[src/rtl/pc_mul_pkg.sv]
// Shared types and helpers for the PC node multiplier result path.
//
// Contents:
//   NLANES      number of product lanes coming out of the multiplier tree
//   LANE_W      default lane width (bf16)
//   lane_t      one lane of product data
//   coll_state_e  collector FSM states
//   mode2mask() lane configuration -> mask of lanes expected to produce a product
package pc_mul_pkg;

    localparam int NLANES = 4;
    localparam int LANE_W = 16;

    typedef logic [LANE_W-1:0] lane_t;

    typedef enum logic {
        IDLE,
        COLLECT
    } coll_state_e;

    // Same encoding as the tree: 00 and 11 both mean all four lanes are live.
    function automatic logic [NLANES-1:0] mode2mask(input logic [1:0] mode);
        case (mode)
            2'b01:   mode2mask = 4'b0101;
            2'b10:   mode2mask = 4'b0001;
            default: mode2mask = 4'b1111;
        endcase
    endfunction

endpackage

[src/rtl/pc_sync_fifo.sv]
// Small synchronous FIFO with registered storage and no write-to-read bypass.
//
// Ports:
//   clk        clock, posedge
//   rst        asynchronous active-low reset, empties the FIFO
//   push       write push_data at the tail (ignored when full unless popping)
//   push_data  word to write
//   pop        remove the head word (ignored when empty)
//   head_data  word at the head, zero while empty
//   full       DEPTH entries held
//   empty      no entries held
//   count      number of entries held
module pc_sync_fifo #(
    parameter int WIDTH = 68,
    parameter int DEPTH = 4
) (
    input  logic                     clk,
    input  logic                     rst,
    input  logic                     push,
    input  logic [WIDTH-1:0]         push_data,
    input  logic                     pop,
    output logic [WIDTH-1:0]         head_data,
    output logic                     full,
    output logic                     empty,
    output logic [$clog2(DEPTH):0]   count
);

    localparam int AW = $clog2(DEPTH);
    localparam logic [AW:0] FULL_COUNT = DEPTH[AW:0];

    logic [WIDTH-1:0] mem_q [DEPTH];
    logic [WIDTH-1:0] mem_d [DEPTH];
    logic [AW-1:0]    wr_ptr_q, wr_ptr_d;
    logic [AW-1:0]    rd_ptr_q, rd_ptr_d;
    logic [AW:0]      count_q, count_d;
    logic             do_push, do_pop;

    assign empty     = (count_q == '0);
    assign full      = (count_q == FULL_COUNT);
    assign count     = count_q;
    assign head_data = empty ? '0 : mem_q[rd_ptr_q];

    // A pop frees a slot in the same cycle, so a full FIFO can still accept a push.
    assign do_pop  = pop & ~empty;
    assign do_push = push & (~full | do_pop);

    always_comb begin
        mem_d    = mem_q;
        wr_ptr_d = wr_ptr_q;
        rd_ptr_d = rd_ptr_q;
        count_d  = count_q;
        if (do_push) begin
            mem_d[wr_ptr_q] = push_data;
            wr_ptr_d        = wr_ptr_q + 1'b1;
        end
        if (do_pop) begin
            rd_ptr_d = rd_ptr_q + 1'b1;
        end
        case ({do_push, do_pop})
            2'b10:   count_d = count_q + 1'b1;
            2'b01:   count_d = count_q - 1'b1;
            default: count_d = count_q;
        endcase
    end

    always_ff @(posedge clk or negedge rst) begin
        if (!rst) begin
            for (int i = 0; i < DEPTH; i++) begin
                mem_q[i] <= '0;
            end
            wr_ptr_q <= '0;
            rd_ptr_q <= '0;
            count_q  <= '0;
        end else begin
            mem_q    <= mem_d;
            wr_ptr_q <= wr_ptr_d;
            rd_ptr_q <= rd_ptr_d;
            count_q  <= count_d;
        end
    end

endmodule

[src/rtl/mul_tree_result_collector.sv]
// Collects skewed per-lane products from mul_tree_bf16 into aligned 4-lane
// result words and buffers them in a small FIFO drained by valid/ready.
//
// Ports:
//   clk        clock, posedge
//   rst        asynchronous active-low reset
//   mode       lane configuration (00/11 all lanes, 01 lanes 0 and 2, 10 lane 0)
//   lane_data  tree outputs, lane k at [k*DW +: DW]
//   lane_stb   per-lane product strobes
//   res_data   head result word, lanes outside res_mask are zero
//   res_mask   lanes that contributed to res_data
//   res_valid  a result word is available
//   res_ready  consumer takes the head word when res_valid is high
//   err_ovf    sticky: a completed result was dropped because the FIFO was full
//   err_skew   sticky: a lane re-strobed mid-result or the skew window expired
//   drop_cnt   saturating count of dropped and aborted results
module mul_tree_result_collector
    import pc_mul_pkg::*;
#(
    parameter int DW       = LANE_W,
    parameter int DEPTH    = 4,
    parameter int SKEW_MAX = 7
) (
    input  logic                   clk,
    input  logic                   rst,
    input  logic [1:0]             mode,
    input  logic [NLANES*DW-1:0]   lane_data,
    input  logic [NLANES-1:0]      lane_stb,
    output logic [NLANES*DW-1:0]   res_data,
    output logic [NLANES-1:0]      res_mask,
    output logic                   res_valid,
    input  logic                   res_ready,
    output logic                   err_ovf,
    output logic                   err_skew,
    output logic [7:0]             drop_cnt
);

    localparam int SW = $clog2(SKEW_MAX + 1);
    localparam int WW = NLANES * DW + NLANES;

    coll_state_e                  state_q, state_d;
    logic [NLANES-1:0]            exp_q, exp_d;
    logic [NLANES-1:0]            seen_q, seen_d;
    logic [NLANES-1:0][DW-1:0]    staging_q, staging_d;
    logic [SW-1:0]                skew_q, skew_d;
    logic                         err_ovf_q, err_ovf_d;
    logic                         err_skew_q, err_skew_d;
    logic [7:0]                   drop_q, drop_d;

    logic [NLANES-1:0]            mask_now;
    logic [NLANES-1:0]            stb_e;
    logic                         commit, abort, ovf_drop, pop;
    logic [NLANES*DW-1:0]         commit_data;
    logic [WW-1:0]                head_word;
    logic                         fifo_full, fifo_empty;
    logic [$clog2(DEPTH):0]       fifo_count;
    logic [1:0]                   drop_inc;
    logic [8:0]                   drop_sum;

    assign mask_now = mode2mask(mode);

    // Collector FSM. The expected-lane mask is frozen when a result starts so a
    // mode change mid-collect cannot corrupt it. skew_q counts cycles since the
    // first strobe minus one, so skew_q+1 is the age of the result this cycle.
    always_comb begin
        state_d   = state_q;
        exp_d     = exp_q;
        seen_d    = seen_q;
        staging_d = staging_q;
        skew_d    = skew_q;
        stb_e     = '0;
        commit    = 1'b0;
        abort     = 1'b0;
        case (state_q)
            IDLE: begin
                stb_e = lane_stb & mask_now;
                if (stb_e != '0) begin
                    exp_d  = mask_now;
                    seen_d = stb_e;
                    skew_d = '0;
                    if (stb_e == mask_now) begin
                        commit = 1'b1;
                    end else begin
                        state_d = COLLECT;
                    end
                end
            end
            COLLECT: begin
                stb_e = lane_stb & exp_q;
                if ((stb_e & seen_q) != '0) begin
                    // A repeated lane means the old result is broken; the new
                    // strobes begin the next result.
                    abort  = 1'b1;
                    seen_d = stb_e;
                    skew_d = '0;
                    if (stb_e == exp_q) begin
                        commit  = 1'b1;
                        state_d = IDLE;
                    end
                end else if ((seen_q | stb_e) == exp_q) begin
                    commit  = 1'b1;
                    seen_d  = seen_q | stb_e;
                    state_d = IDLE;
                end else if (skew_q == SW'(SKEW_MAX - 1)) begin
                    abort   = 1'b1;
                    seen_d  = '0;
                    state_d = IDLE;
                end else begin
                    seen_d = seen_q | stb_e;
                    skew_d = skew_q + 1'b1;
                end
            end
            default: state_d = IDLE;
        endcase
        for (int k = 0; k < NLANES; k++) begin
            if (stb_e[k]) begin
                staging_d[k] = lane_data[k*DW +: DW];
            end
        end
    end

    // Result word as written to the FIFO: lanes outside the expected mask are zeroed.
    always_comb begin
        commit_data = '0;
        for (int k = 0; k < NLANES; k++) begin
            if (exp_d[k]) begin
                commit_data[k*DW +: DW] = staging_d[k];
            end
        end
    end

    assign pop      = res_ready & ~fifo_empty;
    assign ovf_drop = commit & fifo_full & ~pop;

    // An abort and an overflowed commit can coincide on a re-strobe that also
    // completes a result, so the drop counter may advance by two.
    always_comb begin
        err_ovf_d  = err_ovf_q | ovf_drop;
        err_skew_d = err_skew_q | abort;
        drop_inc   = 2'(abort) + 2'(ovf_drop);
        drop_sum   = {1'b0, drop_q} + {7'b0, drop_inc};
        drop_d     = drop_sum[8] ? 8'hFF : drop_sum[7:0];
    end

    always_ff @(posedge clk or negedge rst) begin
        if (!rst) begin
            state_q    <= IDLE;
            exp_q      <= '0;
            seen_q     <= '0;
            staging_q  <= '0;
            skew_q     <= '0;
            err_ovf_q  <= 1'b0;
            err_skew_q <= 1'b0;
            drop_q     <= '0;
        end else begin
            state_q    <= state_d;
            exp_q      <= exp_d;
            seen_q     <= seen_d;
            staging_q  <= staging_d;
            skew_q     <= skew_d;
            err_ovf_q  <= err_ovf_d;
            err_skew_q <= err_skew_d;
            drop_q     <= drop_d;
        end
    end

    pc_sync_fifo #(
        .WIDTH (WW),
        .DEPTH (DEPTH)
    ) u_fifo (
        .clk       (clk),
        .rst       (rst),
        .push      (commit & ~ovf_drop),
        .push_data ({commit_data, exp_d}),
        .pop       (pop),
        .head_data (head_word),
        .full      (fifo_full),
        .empty     (fifo_empty),
        .count     (fifo_count)
    );

    assign res_data  = head_word[WW-1:NLANES];
    assign res_mask  = head_word[NLANES-1:0];
    assign res_valid = (fifo_count != '0);
    assign err_ovf   = err_ovf_q;
    assign err_skew  = err_skew_q;
    assign drop_cnt  = drop_q;

endmodule
[config.mk]
export PLATFORM = sky130hd
export DESIGN_NAME = mul_tree_result_collector
export DESIGN_NICKNAME = d
export VERILOG_FILES = /design/src/rtl/pc_mul_pkg.sv /design/src/rtl/pc_sync_fifo.sv /design/src/rtl/mul_tree_result_collector.sv
export SDC_FILE = /design/constraint.sdc
export NUM_CORES = 1
export LEC_CHECK = 0
export CAP_MARGIN = 10
export CORE_ASPECT_RATIO = 0.7
export CORE_MARGIN = 1.5
export CORE_UTILIZATION = 30
export DETAILED_ROUTE_END_ITERATION = 7
export HOLD_SLACK_MARGIN = 0.1
export PLACE_DENSITY = 0.54
export RECOVER_POWER = 50
export SLEW_MARGIN = 20
export SYNTH_ARGS = -nofsm -noshare
export SYNTH_HDL_FRONTEND = slang
export SYNTH_SLANG_ARGS = --single-unit
[constraint.sdc]
create_clock -name clk -period 3.2 [get_ports clk]
set_clock_uncertainty 0.1 [all_clocks]
set_input_delay 0.48 -clock clk [delete_from_list [all_inputs] [get_ports clk]]
set_output_delay 0.48 -clock clk [all_outputs]
set_load 0.005 [all_outputs]
==> flow_summary_export.csv <==
group,metric,value,unit
placed_design,port_buffers,151,
layout,design_area,21300,um2
detailed_routing,drtIter0Drc,495,
clocking,cts_tree,"yes",
global_route,grt_max_degree,73,
power,power.density,1080,nW/um2
global_route,antenna_found_initial,4,
setup_path,crit_type,"reg2out",
detailed_routing,route.detailed.drc,0,
setup_path,worstPathMaxFanout,28,
layout,area_growth,27.3,%
setup_path,cp.arrival,2.56,ns
power,p_leak,9.49,nW
setup_path,critPathLaunchType,"flip-flop",
timing,slew_headroom,-0.335,
timing,slew_violations,70,
flow_run,maxCapViolCount,1,
timing,fmax,319,MHz
global_route,grt_pass1_vias,10700,
synthesis,yosysWarnings,0,
floorplan,fp-row-count,72,
synthesis,synth-seq-cells,365,
layout,drive_above_1_share,0.391,
placed_design,hpwl,25600,um
layout,final_nets,1420,
placed_design,dpl-instance-area,19700,um2
hold_path,hold_path_class,"reg2reg",
timing,setup_violations,0,
timing,holdWs,0.376,ns
global_route,grtUsageTotal,0.147,
timing,worst_slew_pin_slew,2.00,ns
floorplan,initial_core_util,0.303,
clocking,cts_buffer_depth,3,
synthesis,synth-edff-count,0,
setup_path,critPathCaptureType,"output pin",
clocking,cts.sinks,365,
clocking,clkTransAtPathRegs,0.06,ns
detailed_routing,wirelength,41200,um
floorplan,dieHeight,200,um
floorplan,ios,152,
synthesis,ys_seq_area_frac,0.547,
global_route,grt_pass1_wl,65500,um
detailed_routing,wire_per_inst,19.5,um
synthesis,synth_nets,1216,
clocking,cts_max_level,2,
run_status,status,"finished with violations",
timing,fin_crit_sh,0.980,
synthesis,syn_inst,1132,
detailed_routing,ant_nets,0,
placed_design,place_ws,-0.313,ns
power,ir_drop,0.000406,V
synthesis,synthFlopType,"dfrtp_1",
synthesis,avgSynthCellArea,14.7,um2
clocking,worstSkewPairLatency,0.55,ns
timing,post-route-min-period,3.14,ns
synthesis,synth_cell_types,46,
clocking,clock-root-buffer,"clkbuf_16",
layout,final_util,0.386,
run_status,violations,"capacitance limit, slew limit",
timing,hold_viol,0,
floorplan,coreArea,55100,um2
detailed_routing,drt_pass1_iterations,4,
detailed_routing,route.vias.total,9871,
layout,final_common_cell,"dfrtp_1",
floorplan,dieArea,57100,um2
global_route,gr-total-overflow,0,
clocking,cts_made_buffers,42,
synthesis,netlist_area,16700,um2
timing,rsz0062_at_grt,"true",
floorplan,die_x,285,um
timing,fin_ws,0.0642,ns
placed_design,finalWeightedCongestion,0.818,
layout,final_cell_mix,"dfrtp_1, mux2_2, clkdlybuf4s50_1",
detailed_routing,vias_per_cell,4.68,
setup_path,cp.required,2.62,ns
synthesis,async_reset_ff_frac,1.00,
[layer usage]
metal / up-vias / GRT usage / share of wire
met2: 163 / 0.224 / 0.45
li1: 4459 / - / -
met5: - / 0 / 0.00032
met4: 2 / 0.0280 / 0.015
met1: 5189 / 0.217 / 0.49
met3: 58 / 0.0318 / 0.046
[final timing paths]
| kind | startpoint | end | slack, ns | depth (start not counted) |
|---|---|---|---|---|
| max reg2reg | seen_q[2] | drop_cnt[1] | 0.16 | 11 |
| min reg2reg | err_skew | err_skew | 0.38 | 1 |
| max in group asynchronous | rst | u_fifo.mem_q[75] | 0.54 | 3 |
| min | err_skew | err_skew | 0.38 | 1 |
| min in group asynchronous | rst | u_fifo.mem_q[23] | 0.95 | 2 |
| max | u_fifo.rd_ptr_q[0] | res_mask[2] | 0.06 | 4 |
[sequential cells by signal, summed over array words and instances, names as in the netlist]
| signal | count |
|---|---|
| u_fifo.mem_q | 272 |
| staging_q | 64 |
| drop_cnt | 8 |
| exp_q | 4 |
| seen_q | 4 |
| skew_q | 3 |
| u_fifo.count | 3 |
| u_fifo.rd_ptr_q | 2 |
| u_fifo.wr_ptr_q | 2 |
| err_ovf | 1 |
| err_skew | 1 |
| state_q | 1 |
[area by class of cell]
cell class,instances,area (um2)
sequential,365,9140
fill,5217,33900
timing repair buffer,222,2400
clock inverter,12,169
antenna,2,5.00
tap,740,926
multi-input combinational,670,7170
inverter,35,131
clock buffer,64,1310
[kinds of logic (layout without fill, tap and decap cells)]
kind of cell / Yosys count / count (layout) / synth area share
multiplexers: 409 / 409 / 0.325
flip-flops: 365 / 365 / 0.547
AND/OR/NAND/NOR: 203 / 203 / 0.0699
buffers and inverters: 97 / 333 / 0.0273
AO/OA/AOI/OAI: 37 / 37 / 0.0165
adder cells (fa/ha/maj): 11 / 11 / 0.00914
XOR/XNOR: 10 / 10 / 0.00525
other: 0 / 2 / 0
[synthesized netlist by cell type, types with 2 or more instances]
cell	count	area [um2]
nand2_1	18	67.6
nor3_1	5	25.0
o2bb2ai_1	2	17.5
o21ai_1	2	10.0
buf_2	25	125
ha_1	9	113
a31oi_1	4	25.0
and3_1	2	12.5
xnor2_1	4	35.0
buf_1	8	30.0
fa_1	2	40.0
and4_1	2	17.5
mux2i_1	19	190
mux4_2	68	1530
mux2_2	302	3400
o22a_1	2	17.5
mux2_4	20	300
dfrtp_1	365	9130
or3_1	2	12.5
inv_1	35	131
clkbuf_1	21	78.8
a21o_1	3	22.5
nor2_1	21	78.8
o21ai_0	10	50.1
and2_1	73	457
nor2b_1	56	350
nand2b_1	7	43.8
a31o_2	2	17.5
nand2_2	4	25.0
buf_6	8	90.1
nand3_1	8	40.0
xor2_1	6	52.6
a21oi_1	4	20.0
[power breakdown]
part | internal (mW) | switching [mW] | total (mW)
Clock | 3.14 | 1.94 | 5.08
Combinational | 6.01 | 4.10 | 10.1
Sequential | 6.71 | 1.08 | 7.79
Total | 15.9 | 7.12 | 23.0
[per-stage QoR]
stage	setup TNS, ns	total power, mW	instances
floorplan	0	13.6	1132
global placement	-10.97	17.7	2027
detailed placement	-15.93	18.0	2027
CTS	-0.0196	23.5	2108
global route	-0.0582	24.5	2108
finish	0	23.0	2110
[critical path, stage by stage (launching register included)]
cell and delay (ns):
dfrtp_4 0.47, buf_16 0.26, mux4_2 0.56, and2_1 0.23
clkdlybuf4s50_1 0.47
[repair_timing]
item | in CTS | in global routing
pin swaps | 0 | 0
setup endpoints to repair | 24 | 32
gates cloned | 2 | 0
setup buffers | 2 | 1
gates resized for setup | 3 | 10
hold buffers | 1 | 0
hold endpoints to repair | 64 | 0
(Power assumes the default switching activity.)
